**config.mk**
```make
export PLATFORM = sky130hd
export DESIGN_NAME = axis_csum_append
export DESIGN_NICKNAME = d
export VERILOG_FILES = /design/src/rtl/axis_csum_append.sv
export SDC_FILE = /design/constraint.sdc
export NUM_CORES = 1
export LEC_CHECK = 0
export CAP_MARGIN = 40
export CORE_MARGIN = 10
export CORE_UTILIZATION = 50
export DETAILED_ROUTE_END_ITERATION = 8
export DONT_BUFFER_PORTS = 1
export SYNTH_ARGS = -nofsm -noshare
export SYNTH_HDL_FRONTEND = slang
export SYNTH_SLANG_ARGS = --single-unit
```
**constraint.sdc**
```tcl
create_clock -name clk -period 2.45 [get_ports clk]
set_input_delay 0.49 -clock clk [delete_from_list [all_inputs] [get_ports clk]]
set_output_delay 0.49 -clock clk [all_outputs]
set_load 0.01 [all_outputs]
```
**src/rtl/axis_csum_append.sv**
```systemverilog
`default_nettype none
// +--------------------------------------------------------------------------+
// | axis_csum_append: AXI-Stream pass-through that appends a one-beat         |
// | checksum (sum or XOR) per frame. Option macro: CSUM_INVERT_EN.            |
// | Revision: 1.0                                                             |
// +--------------------------------------------------------------------------+
module axis_csum_append #(
  parameter int DATA_W   = 8,
  parameter int CSUM_XOR = 0,
  parameter int CNT_W    = 16
) (
  input  logic              clk,
  input  logic              reset,
  input  logic [DATA_W-1:0] s_tdata,
  input  logic              s_tvalid,
  output logic              s_tready,
  input  logic              s_tlast,
  output logic [DATA_W-1:0] m_tdata,
  output logic              m_tvalid,
  input  logic              m_tready,
  output logic              m_tlast,
  output logic [CNT_W-1:0]  frame_cnt
);

  localparam logic [CNT_W-1:0]  C_CNT_ONE  = {{(CNT_W-1){1'b0}}, 1'b1};
  localparam logic [DATA_W-1:0] C_DATA_ONE = {{(DATA_W-1){1'b0}}, 1'b1};

  typedef enum logic [0:0] {
    PASS   = 1'b0,
    APPEND = 1'b1
  } state_t;

  state_t            r_state;
  state_t            w_state_next;
  logic [DATA_W-1:0] r_acc;
  logic [DATA_W-1:0] r_csum;
  logic [DATA_W-1:0] r_m_tdata;
  logic              r_m_tvalid;
  logic              r_m_tlast;
  logic [CNT_W-1:0]  r_frame_cnt;
  logic [DATA_W-1:0] w_acc_next;
  logic [DATA_W-1:0] w_csum_out;
  logic              w_slot_free;
  logic              w_s_tready;
  logic              w_accept;
  logic              w_load_csum;

  assign w_slot_free = !r_m_tvalid || m_tready;

  generate
    if (CSUM_XOR != 0) begin : g_acc_xor
      assign w_acc_next = r_acc ^ s_tdata;
    end else begin : g_acc_sum
      assign w_acc_next = r_acc + s_tdata;
    end
  endgenerate

`ifdef CSUM_INVERT_EN
  // Inverted form makes the whole output frame fold to 0 (sum) or all-ones (XOR).
  generate
    if (CSUM_XOR != 0) begin : g_inv_xor
      assign w_csum_out = ~r_csum;
    end else begin : g_inv_sum
      assign w_csum_out = ~r_csum + C_DATA_ONE;
    end
  endgenerate
`else
  assign w_csum_out = r_csum;
`endif

  always_comb begin
    w_state_next = r_state;
    w_s_tready   = 1'b0;
    w_accept     = 1'b0;
    w_load_csum  = 1'b0;
    case (r_state)
      PASS: begin
        w_s_tready = reset && w_slot_free;
        w_accept   = s_tvalid && w_s_tready;
        if (w_accept && s_tlast) begin
          w_state_next = APPEND;
        end
      end
      APPEND: begin
        w_load_csum = w_slot_free;
        if (w_slot_free) begin
          w_state_next = PASS;
        end
      end
      default: w_state_next = PASS;
    endcase
  end

  always_ff @(posedge clk) begin
    if (!reset) begin
      r_state <= PASS;
    end else begin
      r_state <= w_state_next;
    end
  end

  always_ff @(posedge clk) begin
    if (!reset) begin
      r_acc       <= '0;
      r_csum      <= '0;
      r_m_tdata   <= '0;
      r_m_tvalid  <= 1'b0;
      r_m_tlast   <= 1'b0;
      r_frame_cnt <= '0;
    end else begin
      if (r_m_tvalid && m_tready && r_m_tlast) begin
        r_frame_cnt <= r_frame_cnt + C_CNT_ONE;
      end
      if (w_accept) begin
        r_m_tdata  <= s_tdata;
        r_m_tvalid <= 1'b1;
        r_m_tlast  <= 1'b0;
        r_acc      <= w_acc_next;
        if (s_tlast) begin
          r_csum <= w_acc_next;
        end
      end else if (w_load_csum) begin
        r_m_tdata  <= w_csum_out;
        r_m_tvalid <= 1'b1;
        r_m_tlast  <= 1'b1;
        r_acc      <= '0;
      end else if (w_slot_free) begin
        r_m_tvalid <= 1'b0;
      end
    end
  end

  assign s_tready  = w_s_tready;
  assign m_tdata   = r_m_tdata;
  assign m_tvalid  = r_m_tvalid;
  assign m_tlast   = r_m_tlast;
  assign frame_cnt = r_frame_cnt;

endmodule
`default_nettype wire

```
# Yosys cells after proc, flatten, opt, wreduce, memory -nomap -nowiden
# Cells that the tools add are included.
# W data, S select, Z words.
dict set report word_totals {
  regBits 43
  input_bits 13
  output_inout_bits 27
  elab_cells 35
}
dict set report classes {
  addsub 2
  muxes 13
  n_bitwise 2
  n_reduce_logical 11
}
# operator n
set op_table {}
lappend op_table {{$mux W8} 4}
lappend op_table {{$add A16 B1 Y16 const B} 1}
lappend op_table {{$add A8 B8 Y8} 1}
lappend op_table {{$mux W1} 8}
lappend op_table {{$logic_and A1 B1 Y1} 5}
lappend op_table {{$reduce_bool A3 Y1} 1}
lappend op_table {{$not A1 Y1} 2}
lappend op_table {{$pmux W1 S2} 1}
lappend op_table {{$reduce_and A2 Y1} 1}
lappend op_table {{$reduce_bool A2 Y1} 1}
lappend op_table {{$reduce_or A2 Y1} 1}
lappend op_table {{$logic_not A1 Y1} 1}
lappend op_table {{$logic_or A1 B1 Y1} 1}

# Depth between registers and ports, before layout
dict set report logic_depth {
  depth_word 7
  ltp_mapped 8
  ltp_nobuf 8
}

# Least setup slack after synthesis
# Ideal clock, no wire load.
dict set report synth_timing {
  kind {input -> register}
  start {in s_tdata[0]}
  end {reg r_csum[6]}
  setup_time_ps 57
  t_arrival_ps 1973
  required_ps 2393
  slack_ps 420
  path_stages 8
  path_buffers 0
  path_cell_list {ha_1 -> inv_1 -> fa_1 -> nor2b_4 -> o31a_1 -> or4_4 -> a31oi_1 -> a31o_2}
}
dict set report synth_via {
  elab_chain_len 1
}
# element line_no
set synth_lines {}
lappend synth_lines {{from (decl)} 14} ;# input logic [DATA_W-1:0] s_tdata,
lappend synth_lines {{$add A8 B8 Y8} 54} ;# assign w_acc_next = r_acc + s_tdata;
lappend synth_lines {{to (signal assigned)} 120} ;# r_csum <= w_acc_next;
lappend synth_lines {{to (decl)} 36} ;# logic [DATA_W-1:0] r_csum;
# No other way between the ends.
# A chain may end at the register's enable or synchronous reset.

# Worst setup path after layout
dict set report layout_timing {
  start {reg r_acc[0]}
  end {reg r_acc[6]}
}
dict set report layout_via {
  elab_chain_len 2
}
# element line_no
set layout_lines {}
lappend layout_lines {{from (decl)} 35} ;# logic [DATA_W-1:0] r_acc;
lappend layout_lines {{from (signal assigned)} 118} ;# r_acc <= w_acc_next;
lappend layout_lines {{$add A8 B8 Y8} 54}
lappend layout_lines {{$mux W8} 114} ;# if (w_accept) begin
# No other way between the ends.

==> impl_metrics.prom <==
# TYPE chip_impl_metric gauge
chip_impl_metric{name="critical-path-max-stage-delay",unit="ns"} 0.44
chip_impl_metric{name="starting_density_of_the_core",unit=""} 0.5217
chip_impl_metric{name="cp_data_required_time",unit="ns"} 2.69
chip_impl_info{name="grt_setup_unrepaired",value="false"} 1
chip_impl_info{name="ys.flop_type",value="sky130_fd_sc_hd__dfxtp_1"} 1
chip_impl_metric{name="finalNetCount",unit=""} 266
chip_impl_metric{name="mappedNetlistNets",unit=""} 266
chip_impl_info{name="cts.root.buffer_cell",value="sky130_fd_sc_hd__clkbuf_8"} 1
chip_impl_metric{name="numCtsBuffers",unit=""} 5
chip_impl_metric{name="first_global_vias",unit=""} 1634
chip_impl_metric{name="clk_pin_slew",unit="ns"} 0.09
chip_impl_metric{name="totalNegativeSetupSlack",unit="ns"} 0
chip_impl_info{name="slowest_stage",value="sky130_fd_sc_hd__or4_4"} 1
chip_impl_metric{name="global_route_wire_length_before_repair",unit="mm"} 8.521
chip_impl_metric{name="initial_antenna_violation_count",unit=""} 0
chip_impl_metric{name="min_period_over_period",unit=""} 0.8500
chip_impl_info{name="startpoint_of_the_worst_register_to_register_path",value="r_acc[0]"} 1
chip_impl_metric{name="timing.final.setup_violations",unit=""} 0
chip_impl_metric{name="crit_arrival",unit="ns"} 2.33
chip_impl_metric{name="maximum_net_fanout_on_the_critical_path",unit=""} 3
chip_impl_metric{name="multi_input_comb_area",unit="mm²"} 0.001152
chip_impl_metric{name="reg2reg_slack",unit="ns"} 0.37
chip_impl_metric{name="groute.usage.overall",unit=""} 0.1444
chip_impl_metric{name="route.antenna.remaining_nets",unit=""} 0
chip_impl_metric{name="post-route-cell-area",unit="mm²"} 0.002248
chip_impl_metric{name="synth_cell_type_count",unit=""} 42
chip_impl_info{name="main_combinational_cell_family_by_area_after_synthesis",value="simple AND/OR/NAND/NOR gates"} 1
chip_impl_metric{name="synth_mux_area_frac",unit=""} 0.009524
chip_impl_metric{name="final_layout_size_suffix_gt1_frac",unit=""} 0.09388
chip_impl_metric{name="numPortBuffers",unit=""} 0
chip_impl_metric{name="clock_tree.buffer_depth",unit=""} 2
chip_impl_metric{name="area_of_the_core",unit="mm²"} 0.004029
chip_impl_info{name="status",value="complete, no violations"} 1
chip_impl_metric{name="synth_async_sr_flop_share",unit=""} 0
chip_impl_metric{name="synth_fa_ha_area_frac",unit=""} 0.05714
chip_impl_metric{name="drt-total-wl",unit="mm"} 5.120
chip_impl_metric{name="p_leak",unit="µW"} 0.0008499
chip_impl_metric{name="switching_power",unit="µW"} 384.1
chip_impl_metric{name="via_per_inst",unit=""} 5.820
chip_impl_info{name="timing.critical_path.cells",value="ha_1 -> inv_1 -> fa_1 -> nor2b_4 -> o31a_1 -> or4_4 -> a31oi_1 -> a41o_2"} 1
chip_impl_info{name="cp-end-kind",value="flop"} 1
chip_impl_metric{name="vias_post_dr",unit=""} 1717
chip_impl_info{name="tritoncts",value="done"} 1
chip_impl_metric{name="power.share.combinational",unit=""} 0.123
chip_impl_metric{name="finalClockSkew",unit="ns"} 0.006180
chip_impl_metric{name="seq_area",unit="µm²"} 860.8
chip_impl_metric{name="seqPwrFrac",unit=""} 0.505
chip_impl_metric{name="power.share.clock",unit=""} 0.372
chip_impl_metric{name="postCtsHoldBufs",unit=""} 0
chip_impl_metric{name="die_x",unit="µm"} 84.84
chip_impl_metric{name="postCtsResizedCells",unit=""} 0
chip_impl_metric{name="cts_setup_buffers",unit=""} 0
chip_impl_metric{name="slew_violations",unit=""} 0
chip_impl_info{name="min_path_type",value="input pin to flop"} 1
chip_impl_metric{name="synth_xor_area_frac",unit=""} 0.08631
chip_impl_metric{name="maxClockFrequency",unit="GHz"} 0.4802
chip_impl_metric{name="route.detailed.drc",unit=""} 0
chip_impl_metric{name="fp.dieArea",unit="mm²"} 0.007198
chip_impl_metric{name="drt_first_iter_violations",unit=""} 75
chip_impl_metric{name="worst-path-buf-inv",unit=""} 1
chip_impl_metric{name="drv_cap",unit=""} 0
chip_impl_metric{name="synth_top_area_share",unit=""} 0.4095
chip_impl_metric{name="seq_cells_post_synth",unit=""} 43
chip_impl_metric{name="gp_congestion",unit=""} 0.8599
chip_impl_metric{name="drt_first_pass_iters",unit=""} 4
chip_impl_info{name="timing.hold.worst.start",value="reset"} 1
chip_impl_metric{name="worst_hold_path_depth",unit=""} 1
chip_impl_info{name="yosys-top-cells-area",value="sky130_fd_sc_hd__dfxtp_1 41%, sky130_fd_sc_hd__nor2_1 5.9%, sky130_fd_sc_hd__nand2_1 5.0%, sky130_fd_sc_hd__ha_1 4.8%, sky130_fd_sc_hd__xor2_1 4.6%"} 1
chip_impl_metric{name="maximum_number_of_pins_on_one_net_before_global_route_repair",unit=""} 24
chip_impl_metric{name="synth.yosys.seq_area_share",unit=""} 0.4095
chip_impl_metric{name="diode_insertion_count_for_antenna_repair",unit=""} 0
chip_impl_info{name="crit_type",value="flop to flop"} 1
chip_impl_metric{name="yosys_warnings",unit=""} 0
chip_impl_metric{name="htree_levels",unit=""} 2
chip_impl_metric{name="area_growth_syn_to_layout",unit="%"} 6.964
chip_impl_metric{name="worstSkewPairLatency",unit="ns"} 0.30
chip_impl_info{name="layout.cells.most_common_list",value="43 x sky130_fd_sc_hd__dfxtp_1, 33 x sky130_fd_sc_hd__nor2_1, 28 x sky130_fd_sc_hd__nand2_1"} 1
chip_impl_info{name="synth_top_area_cell",value="sky130_fd_sc_hd__dfxtp_1"} 1
chip_impl_info{name="critical_path.startpoint",value="r_acc[0]"} 1
chip_impl_metric{name="p_int",unit="µW"} 1113
chip_impl_metric{name="hold_violations",unit=""} 0
chip_impl_metric{name="clkSinkCount",unit=""} 43
chip_impl_metric{name="utilization",unit=""} 0.5581
chip_impl_metric{name="routed_wire_length_per_instance",unit="µm"} 17.36
chip_impl_metric{name="power.switching_fraction",unit=""} 0.2566
chip_impl_metric{name="synth-compound-area-share",unit=""} 0.1387
chip_impl_metric{name="worst_ir_drop_vdd",unit="µV"} 346.4
chip_impl_metric{name="top_level_ports",unit=""} 40
chip_impl_metric{name="maxSlewHeadroom",unit=""} 0.5752
chip_impl_metric{name="reg2reg_depth",unit=""} 8
chip_impl_metric{name="timing_worst_slew_pin_value",unit="ns"} 0.6348
chip_impl_info{name="timing.critical_path.max_delay_family",value="compound AO/OA/AOI/OAI gates"} 1
chip_impl_metric{name="fillCellCount",unit=""} 392
chip_impl_info{name="timing.critical_path.from_type",value="flop"} 1
chip_impl_metric{name="hpwlAfterDp",unit="mm"} 3.816
chip_impl_metric{name="standard_cell_rows",unit=""} 23
chip_impl_metric{name="number_of_enable_type_register_cells_in_the_synthesized_netlist",unit=""} 0
chip_impl_info{name="whs_endpoint",value="frame_cnt[9]"} 1
chip_impl_metric{name="syn_area",unit="mm²"} 0.002102
chip_impl_info{name="final_common_cell",value="sky130_fd_sc_hd__dfxtp_1"} 1
chip_impl_metric{name="post-route-min-period",unit="ns"} 2.083
chip_impl_metric{name="powerDensity",unit="mW/mm²"} 665.7
chip_impl_metric{name="avgSynthCellArea",unit="µm²"} 8.615
chip_impl_info{name="rr_endpoint",value="r_acc[6]"} 1
chip_impl_metric{name="overflow",unit=""} 0
chip_impl_metric{name="synthesis.instances",unit=""} 244
chip_impl_metric{name="dieHeight",unit="µm"} 84.84
chip_impl_metric{name="synth_simple_gate_area_share",unit=""} 0.2565
chip_impl_metric{name="dpl_cell_area",unit="mm²"} 0.002136
[cell families (layout without fill, tap and decap cells)]
group           Yosys count  after routing
compound gates           44             44
xor+xnor                 19             19
fa+ha+maj                 9              9
buf+inv                  18             19
flops                    43             43
mux                       2              2
simple gates            109            109
[final cells by class]
class / count / share of cell area
Multi-Input combinational cell: 183 / 0.5125
Tap cell: 50 / 0.02782
Clock inverter: 3 / 0.01948
Timing Repair Buffer: 5 / 0.01669
Clock buffer: 5 / 0.03061
Inverter: 6 / 0.01002
Sequential cell: 43 / 0.3829
[cell usage after synthesis (2+ instances only)]
cell type                   n
sky130_fd_sc_hd__a21oi_1   16
sky130_fd_sc_hd__a311oi_1   8
sky130_fd_sc_hd__a31oi_1    4
sky130_fd_sc_hd__and2_1     4
sky130_fd_sc_hd__and3_1     4
sky130_fd_sc_hd__buf_2      2
sky130_fd_sc_hd__buf_6      2
sky130_fd_sc_hd__clkbuf_1   7
sky130_fd_sc_hd__dfxtp_1   43
sky130_fd_sc_hd__ha_1       8
sky130_fd_sc_hd__inv_1      5
sky130_fd_sc_hd__mux2i_1    2
sky130_fd_sc_hd__nand2_1   28
sky130_fd_sc_hd__nand2b_1   2
sky130_fd_sc_hd__nand3_1   19
sky130_fd_sc_hd__nand4_1    5
sky130_fd_sc_hd__nor2_1    33
sky130_fd_sc_hd__nor3_1     6
sky130_fd_sc_hd__o211ai_1   2
sky130_fd_sc_hd__o21ai_0    6
sky130_fd_sc_hd__xnor2_1    7
sky130_fd_sc_hd__xor2_1    11
[power by group through the flow]
| stage | clock [µW] | sequential, µW | combinational (µW) |
|---|---|---|---|
| floorplan | 0 | 765 | 151 |
| global placement | 0 | 771 | 176 |
| detailed placement | 0 | 772 | 183 |
| CTS | 570 | 756 | 184 |
| global route | 611 | 759 | 207 |
| finish | 557 | 755 | 185 |
[worst register-to-register path: stages, from the launching register on]
cell	delay [ns]
sky130_fd_sc_hd__dfxtp_1	0.32
sky130_fd_sc_hd__ha_1	0.23
sky130_fd_sc_hd__inv_1	0.09
sky130_fd_sc_hd__fa_1	0.25
sky130_fd_sc_hd__nor2b_4	0.05
sky130_fd_sc_hd__o31a_1	0.28
sky130_fd_sc_hd__or4_4	0.44
sky130_fd_sc_hd__a31oi_1	0.23
sky130_fd_sc_hd__a41o_2	0.14
[through the flow]
stage,power (µW),hold WS (ns),instances,setup WS [ns]
after floorplan,916.9,0.4350,244,0.4195
after global placement,946.9,0.4458,287,0.3270
after detailed placement,955.7,0.4484,287,0.1981
after CTS,1510,0.3002,295,0.3638
after global routing,1577,0.2983,295,0.2749
final,1497,0.3086,295,0.3675
[flip-flops by register name, indices dropped and copies added, names as in the netlist]
signal,cells
r_acc,8
frame_cnt,16
r_csum,8
m_tdata,8
m_tlast,1
r_state,1
m_tvalid,1
[per-layer routing]
| layer | track usage | vias to the layer above | share of wire |
|---|---|---|---|
| met2 | 0.2018 | 51 | 0.43 |
| met1 | 0.1949 | 806 | 0.48 |
| li1 | - | 852 | - |
| met3 | 0.06214 | 8 | 0.081 |
| met4 | 0.04341 | 0 | 0.012 |
| met5 | 0 | - | 0 |
[worst max path at each step]
| stage | end | cells past startpoint |
|---|---|---|
| 3_3_place_gp | r_acc[6] | 8 |
| 4_1_cts | r_acc[6] | 8 |
| 6_report | r_acc[6] | 8 |
| 5_1_grt | r_acc[6] | 8 |
| 3_5_place_dp | r_acc[6] | 8 |
| 2_1_floorplan | r_csum[6] | 8 |
Power figures use the tool's default switching activity.
